## src/rtl/spi_master_sched.sv

```systemverilog
// SPI master shared by a framed-word burst requester (A) and an out-of-band byte requester (B).
// Round-robin arbitration in IDLE; LSB-first, little-endian transfers with a fixed post-transaction gap.
module spi_master_sched #(
  parameter int unsigned HALF_DIV = 4,
  parameter int unsigned LEN_W    = 4
) (
  input  logic             clk,
  input  logic             rst,
  input  logic             a_req,
  input  logic [LEN_W-1:0] a_len,
  input  logic [31:0]      a_wdata,
  output logic             a_wnext,
  output logic [31:0]      a_rdata,
  output logic             a_rvalid,
  output logic             a_done,
  input  logic             b_req,
  input  logic [7:0]       b_byte,
  output logic [7:0]       b_rdata,
  output logic             b_done,
  output logic             spi_clk,
  output logic             spi_mosi,
  input  logic             spi_miso,
  output logic             spi_cs,
  output logic             spi_frame,
  output logic             busy
);

  localparam int unsigned CNT_W = (HALF_DIV > 1) ? $clog2(HALF_DIV) : 1;
  localparam logic [CNT_W-1:0] CNT_LOAD = CNT_W'(HALF_DIV - 1);

  typedef enum logic [2:0] {
    IDLE, FSETUP, CSETUP, BIT_LO, BIT_HI, BYTE_END, HOLD, GAP
  } state_t;

  state_t           state;
  logic [CNT_W-1:0] cnt;
  logic             expired;
  logic [31:0]      tx;
  logic [31:0]      rx;
  logic [LEN_W-1:0] len;
  logic [LEN_W-1:0] word_cnt;
  logic [2:0]       bit_cnt;
  logic [1:0]       byte_cnt;
  logic             sel_b;
  logic             last_b;

  assign expired = (cnt == '0);

  // Single-process controller; every state wait is HALF_DIV cycles
  always_ff @(posedge clk) begin
    if (rst) begin
      state     <= IDLE;
      cnt       <= '0;
      tx        <= '0;
      rx        <= '0;
      len       <= '0;
      word_cnt  <= '0;
      bit_cnt   <= '0;
      byte_cnt  <= '0;
      sel_b     <= 1'b0;
      last_b    <= 1'b1;
      a_wnext   <= 1'b0;
      a_rdata   <= '0;
      a_rvalid  <= 1'b0;
      a_done    <= 1'b0;
      b_rdata   <= '0;
      b_done    <= 1'b0;
      spi_clk   <= 1'b0;
      spi_mosi  <= 1'b0;
      spi_cs    <= 1'b1;
      spi_frame <= 1'b1;
      busy      <= 1'b0;
    end else begin
      a_wnext  <= 1'b0;
      a_rvalid <= 1'b0;
      a_done   <= 1'b0;
      b_done   <= 1'b0;
      if (!expired) cnt <= cnt - 1'b1;

      case (state)
        IDLE: begin
          bit_cnt  <= '0;
          byte_cnt <= '0;
          word_cnt <= '0;
          if (a_req && (!b_req || last_b)) begin
            sel_b     <= 1'b0;
            last_b    <= 1'b0;
            len       <= a_len;
            tx        <= a_wdata;
            a_wnext   <= 1'b1;
            spi_frame <= 1'b0;
            busy      <= 1'b1;
            cnt       <= CNT_LOAD;
            state     <= FSETUP;
          end else if (b_req) begin
            sel_b  <= 1'b1;
            last_b <= 1'b1;
            tx     <= {24'd0, b_byte};
            spi_cs <= 1'b0;
            busy   <= 1'b1;
            cnt    <= CNT_LOAD;
            state  <= CSETUP;
          end
        end
        FSETUP: if (expired) begin
          spi_cs <= 1'b0;
          cnt    <= CNT_LOAD;
          state  <= CSETUP;
        end
        CSETUP: if (expired) begin
          spi_mosi <= tx[0];
          tx       <= tx >> 1;
          cnt      <= CNT_LOAD;
          state    <= BIT_LO;
        end
        BIT_LO: if (expired) begin
          spi_clk <= 1'b1;
          rx      <= {spi_miso, rx[31:1]};
          cnt     <= CNT_LOAD;
          state   <= (bit_cnt == 3'd7) ? BYTE_END : BIT_HI;
        end
        BIT_HI: if (expired) begin
          spi_clk  <= 1'b0;
          bit_cnt  <= bit_cnt + 1'b1;
          spi_mosi <= tx[0];
          tx       <= tx >> 1;
          cnt      <= CNT_LOAD;
          state    <= BIT_LO;
        end
        // High phase of a byte's last bit; byte/word bookkeeping happens on exit
        BYTE_END: if (expired) begin
          spi_clk <= 1'b0;
          bit_cnt <= '0;
          cnt     <= CNT_LOAD;
          if (sel_b) begin
            state <= HOLD;
          end else if (byte_cnt != 2'd3) begin
            byte_cnt <= byte_cnt + 1'b1;
            spi_mosi <= tx[0];
            tx       <= tx >> 1;
            state    <= BIT_LO;
          end else begin
            byte_cnt <= '0;
            a_rdata  <= rx;
            a_rvalid <= 1'b1;
            if (word_cnt != len) begin
              word_cnt <= word_cnt + 1'b1;
              a_wnext  <= 1'b1;
              spi_mosi <= a_wdata[0];
              tx       <= {1'b0, a_wdata[31:1]};
              state    <= BIT_LO;
            end else begin
              state <= HOLD;
            end
          end
        end
        HOLD: if (expired) begin
          spi_cs    <= 1'b1;
          spi_frame <= 1'b1;
          if (sel_b) begin
            b_done  <= 1'b1;
            b_rdata <= rx[31:24];
          end else begin
            a_done <= 1'b1;
          end
          cnt   <= CNT_LOAD;
          state <= GAP;
        end
        GAP: if (expired) begin
          busy  <= 1'b0;
          state <= IDLE;
        end
        default: state <= IDLE;
      endcase
    end
  end

endmodule

```

## config.mk

```make
export PLATFORM = sky130hd
export DESIGN_NAME = spi_master_sched
export DESIGN_NICKNAME = d
export VERILOG_FILES = /design/src/rtl/spi_master_sched.sv
export SDC_FILE = /design/constraint.sdc
export NUM_CORES = 1
export LEC_CHECK = 0
export ABC_AREA = 0
export BUFFER_PORTS_ARGS = -buffer_cell sky130_fd_sc_hd__buf_2
export CORE_ASPECT_RATIO = 0.8
export CORE_MARGIN = 2
export CORE_UTILIZATION = 25
export DETAILED_ROUTE_END_ITERATION = 8
export SLEW_MARGIN = 0
export SYNTH_ARGS = -nofsm -noshare
export SYNTH_HDL_FRONTEND = slang
export SYNTH_SLANG_ARGS = --single-unit
```

## constraint.sdc

```tcl
create_clock -name clk -period 2.4 [get_ports clk]
set_input_delay 0.48 -clock clk [delete_from_list [all_inputs] [get_ports clk]]
set_output_delay 0.48 -clock clk [all_outputs]
set_load 0.01 [all_outputs]
```

; After elaboration in Yosys (flattened, before gate mapping)
; Index checks and enable logic that the tools add are counted.
[totals]
input_bits = 49
elab_cells = 154
register_bits = 133
[classes]
n_bitwise = 5
reduce_logical = 34
n_eq_ne = 26
muxes = 64
n_addsub = 4
[ops]
columns = op, count
row1 = 32-bit 2-to-1 mux, 7
row2 = 32-bit case mux with 3 select lines, 1
row3 = 3-bit 2-to-1 mux, 12
row4 = 2-bit inequality test (second input constant), 13
row5 = 1-bit 2-to-1 mux, 22
row6 = 3-bit case mux with 7 select lines, 1
row7 = 3-bit AND reduction, 6
row8 = 4-bit 2-to-1 mux, 4
row9 = 3-bit equality test (second input constant), 5
row10 = 5-bit AND reduction, 3
row11 = 2-bit 2-to-1 mux, 7
row12 = 2-bit nonzero test, 6
row13 = 1-bit case mux with 2 select lines, 5
row14 = 3-bit case mux with 3 select lines, 1
row15 = 3-bit nonzero test, 3
row16 = 2-bit case mux with 2 select lines, 2
row17 = 4-bit case mux with 2 select lines, 1
row18 = 7-bit AND reduction, 1
row19 = 3-bit by 2-bit equality test with 1-bit output (second input constant), 2
row20 = 3-bit inequality test (second input constant), 2
row21 = 2-bit AND reduction, 3
row22 = 6-bit AND reduction, 1
row23 = 6-bit OR reduction, 1
row24 = 1-bit NOT, 5
row25 = other kinds (17), 19

; Longest topological paths before layout
; Gate-level depths: netlist of run 1.
[depth]
depth_word = 6
ltp_mapped = 9
mapped_depth_nobuf = 7

; Worst setup path after synthesis of run 1
; OpenSTA, ideal clock, no wires.
[synth_path]
kind = register to register
startpoint = register cnt[0]
endpoint = register b_rdata[5]
stages_incl_launch_ff = 9
setup_ps = 143
t_required_ps = 2257
synth_period_minus_slack_ps = 1767
path_slack_ps = 633
n_path_buf = 1
arrival_time_ps = 1624
path_cell_list = dfxtp_1 -> inv_1 -> ha_1 -> buf_2 -> nand2_1 -> nor2_1 -> nand2_1 -> nand2_1 -> a21oi_1
[synth_via]
elab_chain_cells = 2
[synth_lines]
columns = item, line_no
row1 = "start, declared", 36  ; logic [CNT_W-1:0] cnt;
row2 = "start signal, assigned", 78  ; if (!expired) cnt <= cnt - 1'b1;
row3 = 2-bit logical NOT, 47  ; assign expired = (cnt == '0);
row4 = 3-bit AND reduction (no line), n/a
row5 = "end signal, assigned", 162  ; b_rdata <= rx[31:24];
row6 = "end, declared", 18  ; output logic [7:0] b_rdata,
; No other way between the ends.
; A chain may end at the register's enable or synchronous reset.

; Worst setup path in the final report of run 1
[layout_path]
startpoint = register state[1]
endpoint = register tx[23]
[layout_via]
elab_chain_cells = 4
word_cells_on_any_way = 13
classes_between = eq/ne: 8 / mux: 1 / reduce/logical: 4
[layout_lines]
columns = item, line_no
row1 = "start, declared", 35  ; state_t state;
row2 = "start signal, assigned", 120  ; state <= (bit_cnt == 3'd7) ? BYTE_END : BIT_HI;
row3 = 3-bit equality test or 3-bit by 2-bit equality test with 1-bit output (tied branches), 80  ; case (state)
row4 = 2-bit OR reduction (no line), n/a
row5 = 2-bit by 1-bit inequality test with 1-bit output (no line) or 3-bit nonzero test (tied branches), n/a
row6 = 6-bit AND reduction (no line), n/a
row7 = "end signal, assigned", 89  ; tx <= a_wdata;
row8 = "end signal, assigned", 98  ; tx <= {24'd0, b_byte};
row9 = "end signal, assigned", 112  ; tx <= tx >> 1;
row10 = "end, declared", 38  ; logic [31:0] tx;
; Parallel ways exist; a longest one is shown, timed or not.

==> run summary, run 1 <==
Outcome: completed
Gr usage total: 12.69%
WP data arrival: 2.44 ns
Sequential area share after synthesis: 45.73%
Vias per inst: 4.769
Worst slew pin tran: 0.5274 ns
CTS Hold Bufs: 0
HP Class: primary input to flip-flop
Ys Warns: 0
Primary FF master, synth: dfxtp_1
Initial antenna violation count: 0
# diodes: 0
Clk sinks: 133
Final setup vio count: 0
Final setup TNS: 0 ns
Synthesized area per cell: 8.741 um2
Post-synthesis async set-or-reset flop share: 0%
Post CTS Setup Buffer Count: 0
Final period utilization: 88.00%
Final Hold Viols: 0
Fin crit period: 2.112 ns
Final Slew Violations: 0
Leak: 2.667 nW
Vias in the first global route: 4955
Global route overflow: 0
Drt first-iter violations: 455
Layout cells sized above 1: 25.30%
TritonCTS buffer count: 17
Final WL: 15200 um
Buffer levels on the longest clock path: 2
Placed wire-length estimate: 9824 um
Max-cap violations: 0
# IOs: 98
Routed Antenna Nets: 0
Synthesized flop and latch total: 133
Area growth, synth to finish: 23.51%
RSZ-0062 raised after global routing: false
Clock network latency to the later pin of the worst-skew pair: 0.41 ns
Height of the die: 140.5 um
Starting Density: 25.66%
Worst VDD drop: 0.4719 mV
Row cnt: 49
Most frequent cells in the layout: 154 x nand2_1, 133 x dfxtp_1, 121 x a21oi_1
Clk Tree Root Cell: clkbuf_16
First-pass DRT Iterations: 8
Clk_skew: 0.008191 ns
CTS tree: done
Cells after Synth: 666
Commonest non-fill, non-tap cell in the layout: nand2_1
# DRC: 0
WL/cell: 14.27 um
Clock Pin Slew Worst Setup and Hold Paths: 0.06 ns
Clock H-tree levels: 4
Power per cell area: 979.9 nW/um2
Cts repair resizes: 0
EDFF count, synth: 0
Nets@finish: 803
Vias: 5079
CP Class: flip-flop to flip-flop
Synthesized cell area: 5822 um2
First-pass GRT wire length: 25210 um
Worst endpoint required time: 2.73 ns
FMAX: 0.4735 GHz
Synth cell types: 52
Syn_nets: 722
Core area: 22680 um2
Crit end category: flip-flop
Peak fanout along the critical path: 24
Die ar.: 24530 um2
Slew headroom: 64.74%
Fin cells: 1065
Die Wd: 174.6 um
PortBufs: 97
CP startpoint kind: flip-flop
Placed cells: 1034
Routability cong.: 0.7766
Largest net degree at the start of global routing: 56
synth_stat cells, drive strengths merged (2+ instances only):
| cell type | instances | area share [%] |
|---|---|---|
| nand2 | 155 | 10 |
| dfxtp | 133 | 46 |
| a21oi | 121 | 10 |
| clkbuf | 38 | 2.5 |
| a211oi | 32 | 6.7 |
| a222oi | 31 | 5.3 |
| nor2 | 24 | 1.6 |
| buf | 20 | 2.8 |
| nand3 | 16 | 1.4 |
| inv | 10 | 0.64 |
| mux2 | 9 | 1.7 |
| ha | 7 | 1.5 |
| o21ai | 7 | 0.67 |
| mux2i | 6 | 1.0 |
| nand2b | 6 | 0.64 |
| nor3 | 5 | 0.62 |
| a22oi | 4 | 0.52 |
| xnor2 | 4 | 0.60 |
| and3 | 3 | 0.32 |
| nor2b | 3 | 0.32 |
| or2 | 3 | 0.32 |
| a21o | 2 | 0.26 |
| a31oi | 2 | 0.21 |
| and2 | 2 | 0.21 |
| nand3b | 2 | 0.26 |
| nand4 | 2 | 0.32 |
| nor3b | 2 | 0.26 |
| o211ai | 2 | 0.34 |
| o2bb2ai | 2 | 0.30 |
| xor2 | 2 | 0.30 |
per-layer routing:
layer	part of all wire (%)	global-route usage, %	routed length [um]
met1	48	16.48	7343
met3	5.6	4.316	850
met2	45	20.03	6816
met4	1.2	3.640	189
met5	0	0	0
worst max-delay path, stage by stage, from the launching register on:
cell	delay, ns
dfxtp_1	0.57
nand2b_1	0.26
a21boi_4	0.34
nor2b_1	0.17
buf_4	0.28
a222oi_1	0.16
a211oi_2	0.25
stage by stage:
stage	instance area (um2)	hold slack (ns)	setup WS [ns]	utilization, %	power (mW)
2_1_floorplan	5822	0.4321	0.6334	-	4.060
3_3_place_gp	6594	0.4335	0.4293	29.07	4.401
3_5_place_dp	6594	0.4393	0.3387	29.07	4.424
4_1_cts	7191	0.2719	0.3162	31.70	7.120
5_1_grt	7191	0.2797	0.08994	31.70	7.423
6_report	7191	0.2963	0.2880	31.70	7.046
state kept, by name (all words and copies together) (netlist names), 2 cells and up:
register  flops
b_rdata       8
bit_cnt       3
state         3
len           4
byte_cnt      2
word_cnt      4
tx           32
cnt           2
a_rdata      32
rx           32
logic make-up after synthesis:
logic type / count (synthesis) / synth area share, %
flip-flops: 133 / 45.73
buffers and inverters: 68 / 5.846
AND/OR/NAND/NOR: 225 / 16.57
XOR/XNOR: 6 / 0.9026
multiplexers: 15 / 2.772
adder cells (fa/ha/maj): 7 / 1.504
AO/OA/AOI/OAI: 212 / 26.67
layout make-up:
cell class | count | area [um2]
Fill cell | 2460 | 15490
Multi-Input combinational cell | 465 | 2825
Sequential cell | 133 | 2663
Clock buffer | 19 | 442.9
Tap cell | 306 | 382.9
Clock inverter | 12 | 153.9
Inverter | 10 | 37.54
Timing Repair Buffer | 120 | 685.7
report_power, final:
| part | switching [mW] | leakage (nW) | internal, mW |
|---|---|---|---|
| registers | 0.189 | 1.08 | 2.47 |
| logic | 1.02 | 1.29 | 0.712 |
| clock network | 0.996 | 0.297 | 1.66 |
path summary, 6_finish.rpt:
kind	start	end	slack (ns)	cells after the start
max	state[1]	tx[23]	0.29	6
min reg2reg	a_rdata[8]	a_rdata[8]	0.45	2
min	a_len[1]	len[1]	0.30	3
max reg2reg	state[1]	tx[23]	0.29	6
(Power assumes the default switching activity.)
==> run 2, diff against run 1 <==
--- a/config.mk
+++ b/config.mk
@@ -7,7 +7,6 @@
 export LEC_CHECK = 0
 export ABC_AREA = 0
 export BUFFER_PORTS_ARGS = -buffer_cell sky130_fd_sc_hd__buf_2
-export CORE_ASPECT_RATIO = 0.8
 export CORE_MARGIN = 2
 export CORE_UTILIZATION = 25
 export DETAILED_ROUTE_END_ITERATION = 8
==> run summary, run 2 (same netlist as run 1, synthesis figures left out) <==
Outcome: completed (unchanged)
Post CTS Setup Buffer Count: 0 (unchanged)
Hold slack: 0.3065 ns (was 0.2963 ns)
Footprint of the multi-input gates: 2825 um2 (unchanged)
Largest net degree at the start of global routing: 60 (was 56)
Clock H-tree levels: 4 (unchanged)
CP startpoint kind: flip-flop (unchanged)
Register area: 2663 um2 (unchanged)
Worst endpoint required time: 2.72 ns (was 2.73 ns)
Vias per inst: 4.788 (was 4.769)
Crit end category: flip-flop (unchanged)
First-pass GRT wire length: 24330 um (was 25210 um)
Max-cap violations: 0 (unchanged)
CP Class: flip-flop to flip-flop (unchanged)
Final setup vio count: 0 (unchanged)
Gr usage total: 12.32% (was 12.69%)
Slew headroom: 63.92% (was 64.74%)
Die Wd: 156.6 um (was 174.6 um)
Placed wire-length estimate: 9442 um (was 9824 um)
Most frequent cells in the layout: 154 x nand2_1, 133 x dfxtp_1, 121 x a21oi_1 (unchanged)
Die ar.: 24520 um2 (was 24530 um2)
Area growth, synth to finish: 23.04% (was 23.51%)
Clk sinks: 133 (unchanged)
Final period utilization: 84.76% (was 88.00%)
PortBufs: 97 (unchanged)
Clk_skew: 0.01105 ns (was 0.008191 ns)
Clock Pin Slew Worst Setup and Hold Paths: 0.06 ns (about the same)
Routed Antenna Nets: 0 (unchanged)
Peak fanout along the critical path: 24 (unchanged)
Final Hold Viols: 0 (unchanged)
WL/cell: 13.78 um (was 14.27 um)
Commonest non-fill, non-tap cell in the layout: nand2_1 (unchanged)
Drt first-iter violations: 492 (was 455)
Largest regs: a_rdata: 32 flops, rx: 32 flops, tx: 32 flops (unchanged)
# IOs: 98 (unchanged)
TritonCTS buffer count: 17 (unchanged)
Final Slew Violations: 0 (unchanged)
Core area: 22780 um2 (was 22680 um2)
Nets@finish: 803 (unchanged)
CTS tree: done (unchanged)
Cts repair resizes: 0 (unchanged)
Routability cong.: 0.7589 (was 0.7766)
Global route overflow: 0 (unchanged)
Starting Density: 25.56% (was 25.66%)
Vias: 5133 (was 5079)
Final setup TNS: 0 ns (unchanged)
HP Class: primary input to flip-flop (unchanged)
Worst VDD drop: 0.3842 mV (was 0.4719 mV)
First-pass DRT Iterations: 6 (was 8)
Final WL: 14770 um (was 15200 um)
Clock network latency to the later pin of the worst-skew pair: 0.41 ns (about the same)
RSZ-0062 raised after global routing: false (unchanged)
Leak: 2.635 nW (was 2.667 nW)
Worst slew pin tran: 0.5396 ns (was 0.5274 ns)
# diodes: 0 (unchanged)
Buffer levels on the longest clock path: 2 (unchanged)
# DRC: 0 (unchanged)
CTS Hold Bufs: 0 (unchanged)
Fin crit period: 2.034 ns (was 2.112 ns)
Layout cells sized above 1: 25.16% (was 25.30%)
Power per cell area: 959.5 nW/um2 (was 979.9 nW/um2)
Clk Tree Root Cell: clkbuf_16 (unchanged)
WP data arrival: 2.36 ns (was 2.44 ns)
FMAX: 0.4916 GHz (was 0.4735 GHz)
Vias in the first global route: 4743 (was 4955)
Fill cell count: 2383 (was 2460)
Initial antenna violation count: 1 (was 0)
Row cnt: 55 (was 49)
Height of the die: 156.6 um (was 140.5 um)
==> run 2: changes by cell type in the layout (fill, tap and decap cells not counted) <==
| cell | change |
|---|---|
| clkinvlp_4 | +4 |
| clkinv_2 | -2 |
| clkinv_4 | -2 |
| buf_12 | -1 |
| buf_4 | +1 |
| bufinv_16 | -1 |
| clkbuf_1 | +1 |
==> run 2: layout make-up <==
cell class / instances / area share (%)
inverter: 10 / 0.5240
sequential: 133 / 37.17
clock buffer: 20 / 6.236
timing repair buffer: 120 / 9.397
clock inverter: 11 / 1.764
tap: 313 / 5.467
multi-input combinational: 465 / 39.44
==> run 2: metal layers <==
metal  vias to the layer above  global-route usage [%]  part of all wire [%]
met1                      2416                   17.20                    49
met5                         -                       0                 0.088
met4                         2                   3.844                   1.2
met3                        12                   3.295                   6.3
met2                       156                   18.48                    43
li1                       2547                       -                     -
==> run 2: power breakdown <==
group / internal (mW) / switching (mW)
sequential: 2.47 / 0.167
combinational: 0.679 / 1.02
clock: 1.55 / 0.980
total: 4.70 / 2.17
==> run 2: through the flow <==
stage / power [mW] / area, um2 / cells / util, % / setup slack, ns
after floorplan: 4.060 / 5822 / 666 / - / 0.6334
after global placement: 4.361 / 6590 / 1041 / 28.93 / 0.3871
after detailed placement: 4.390 / 6590 / 1041 / 28.93 / 0.3681
after CTS: 6.964 / 7163 / 1072 / 31.45 / 0.3756
after global routing: 7.276 / 7163 / 1072 / 31.45 / 0.2341
final: 6.873 / 7163 / 1072 / 31.45 / 0.3658
==> run 2: final timing paths <==
| kind | start | endpoint | slack [ns] | depth (start not counted) |
|---|---|---|---|---|
| max | state[1] | tx[17] | 0.37 | 6 |
| min | a_len[2] | len[2] | 0.31 | 3 |
| max reg2reg | state[1] | tx[17] | 0.37 | 6 |
| min reg2reg | spi_frame | spi_frame | 0.44 | 2 |
==> run 2: critical path, stage by stage, from the launching register on <==
cell,delay [ns]
dfxtp_1,0.48
nand2b_1,0.25
a21boi_4,0.35
nor2b_1,0.18
buf_4,0.28
a222oi_1,0.16
a211oi_2,0.24
==> run 3, diff against run 2 <==
==> constraint.sdc (replaced) <==
create_clock -name clk -period 1.9 [get_ports clk]
set_input_delay 0.38 -clock clk [delete_from_list [all_inputs] [get_ports clk]]
set_output_delay 0.38 -clock clk [all_outputs]
set_load 0.01 [all_outputs]
==> run summary, run 3 (same netlist as run 1, synthesis figures left out) <==
Worst slew pin tran: 0.4204 ns (was 0.5396 ns)
Initial antenna violation count: 1 (unchanged)
Outcome: completed (unchanged)
Hold slack: 0.2013 ns (was 0.3065 ns)
Clock H-tree levels: 4 (unchanged)
Slowest cell on the critical path: dfxtp_1 (unchanged)
Crit end category: flip-flop (unchanged)
Fill cell count: 2383 (unchanged)
Routability cong.: 0.7521 (was 0.7589)
Clock network latency to the later pin of the worst-skew pair: 0.41 ns (about the same)
Vias: 5105 (was 5133)
Cts repair resizes: 0 (unchanged)
CP startpoint kind: flip-flop (unchanged)
Global route overflow: 0 (unchanged)
RR Startpoint: cnt[0] (was state[1])
# DRC: 0 (unchanged)
Core area: 22780 um2 (unchanged)
Final Slew Violations: 0 (unchanged)
Place WS: 0.04150 ns (was 0.3681 ns)
Die Wd: 156.6 um (unchanged)
Worst VDD drop: 0.5472 mV (was 0.3842 mV)
Max-cap violations: 0 (unchanged)
Peak fanout along the critical path: 10 (was 24)
PortBufs: 97 (unchanged)
Final WL: 14400 um (was 14770 um)
Commonest non-fill, non-tap cell in the layout: nand2_1 (unchanged)
Die ar.: 24520 um2 (unchanged)
Depth of the most critical reg-to-reg path: 7 (was 6)
Final core utilization: 32.51% (was 31.45%)
Largest net degree at the start of global routing: 55 (was 60)
Gr usage total: 12.09% (was 12.32%)
Final period utilization: 92.73% (was 84.76%)
Critical path buffer and inverter count: 2 (was 1)
Clk sinks: 133 (unchanged)
Power per cell area: 1204 nW/um2 (was 959.5 nW/um2)
Clk_skew: 0.01093 ns (was 0.01105 ns)
Layout cells sized above 1: 26.65% (was 25.16%)
Final WS setup: 0.1381 ns (was 0.3658 ns)
Fin crit period: 1.762 ns (was 2.034 ns)
Routed Antenna Nets: 0 (unchanged)
Clock Pin Slew Worst Setup and Hold Paths: 0.06 ns (about the same)
Final setup vio count: 0 (unchanged)
HP Class: primary input to flip-flop (unchanged)
# diodes: 0 (unchanged)
Starting Density: 25.56% (unchanged)
Most frequent cells in the layout: 154 x nand2_1, 133 x dfxtp_1, 121 x a21oi_1 (unchanged)
Largest regs: a_rdata: 32 flops, rx: 32 flops, tx: 32 flops (unchanged)
Critical path depth in cells: 7 (was 6)
First-pass GRT wire length: 23750 um (was 24330 um)
Clk Tree Root Cell: clkbuf_16 (unchanged)
Hold Path Depth: 3 (unchanged)
WP data arrival: 2.10 ns (was 2.36 ns)
Row cnt: 55 (unchanged)
CP delay by family, top: compound AO/OA/AOI/OAI gates (unchanged)
Final Hold Viols: 0 (unchanged)
Placed wire-length estimate: 9653 um (was 9442 um)
Height of the die: 156.6 um (unchanged)
Critical Path Start: cnt[0] (was state[1])
RSZ-0062 raised after global routing: true (was false)
CP max stage delay: 0.34 ns (was 0.48 ns)
Leak: 2.761 nW (was 2.635 nW)
Post CTS Setup Buffer Count: 0 (unchanged)
Nets@finish: 816 (was 803)
Drt first-iter violations: 449 (was 492)
Buffer levels on the longest clock path: 2 (unchanged)
Slew headroom: 71.97% (was 63.92%)
First-pass DRT Iterations: 8 (was 6)
WL/cell: 13.26 um (was 13.78 um)
CTS Hold Bufs: 0 (unchanged)
Hold path startpoint: a_len[0] (was a_len[2])
Worst endpoint required time: 2.23 ns (was 2.72 ns)
FMAX: 0.5676 GHz (was 0.4916 GHz)
CP Class: flip-flop to flip-flop (unchanged)
Vias in the first global route: 4675 (was 4743)
# IOs: 98 (unchanged)
CTS tree: done (unchanged)
Area growth, synth to finish: 27.19% (was 23.04%)
Worst path cell trace: inv_1 -> ha_1 -> a32oi_2 -> o32ai_4 -> and2_1 -> buf_4 -> a211oi_2 (was nand2b_1 -> a21boi_4 -> nor2b_1 -> buf_4 -> a222oi_1 -> a211oi_2)
Vias per inst: 4.701 (was 4.788)
TritonCTS buffer count: 17 (unchanged)
[run 3: cell count changes in the layout (fill, tap and decap cells not counted)]
cell,before,now
and3_2,0,1
and3_1,3,2
clkinvlp_4,4,1
clkbuf_8,1,2
clkinv_2,2,3
buf_6,0,1
buf_4,23,25
inv_6,2,1
buf_12,1,11
clkinv_4,1,4
[run 3: through the flow]
stage                     cell area, um2  instances    TNS, ns  total power [mW]
after floorplan                     5822        666          0             5.129
after CTS                           7400       1086          0             9.018
after detailed placement            6813       1054          0             5.735
final                               7405       1086          0             8.915
after global routing                7405       1086  -0.005820             9.437
after global placement              6813       1054          0             5.703
[run 3: worst paths after layout]
check | end | slack, ns
hold reg to reg | spi_frame | 0.45
setup reg to reg | tx[20] | 0.14
hold / removal | len[0] | 0.20
setup / recovery | tx[20] | 0.14
[run 3: worst reg2reg max path: stages (launching register included)]
cell and delay (ns):
dfxtp_1 0.34, inv_1 0.06, ha_1 0.25, a32oi_2 0.27, o32ai_4 0.13, and2_1 0.24
buf_4 0.21, a211oi_2 0.19
[run 3: layer usage]
metal	vias to the layer above	share of wire [%]	wire, um	global-route usage, %
met5	-	0.090	13	0
met2	143	42	6120	17.96
met4	2	0.90	129	3.539
met1	2385	51	7296	16.86
met3	10	5.9	843	3.628
li1	2565	-	-	-
[run 3: layout make-up]
cell class / count / area [um2] / share of cell area, %
sequential: 133 / 2663 / 35.96
inverter: 10 / 37.54 / 0.5069
tap: 313 / 391.6 / 5.289
clock buffer: 21 / 460.4 / 6.218
clock inverter: 11 / 126.4 / 1.707
timing repair buffer: 133 / 899.6 / 12.15
multi-input combinational: 465 / 2826 / 38.17
[run 3: where the power goes]
group          switching, mW  internal, mW  total (mW)
clock network           1.23          2.01        3.24
registers              0.196          3.12        3.31
logic                   1.32          1.04        2.36
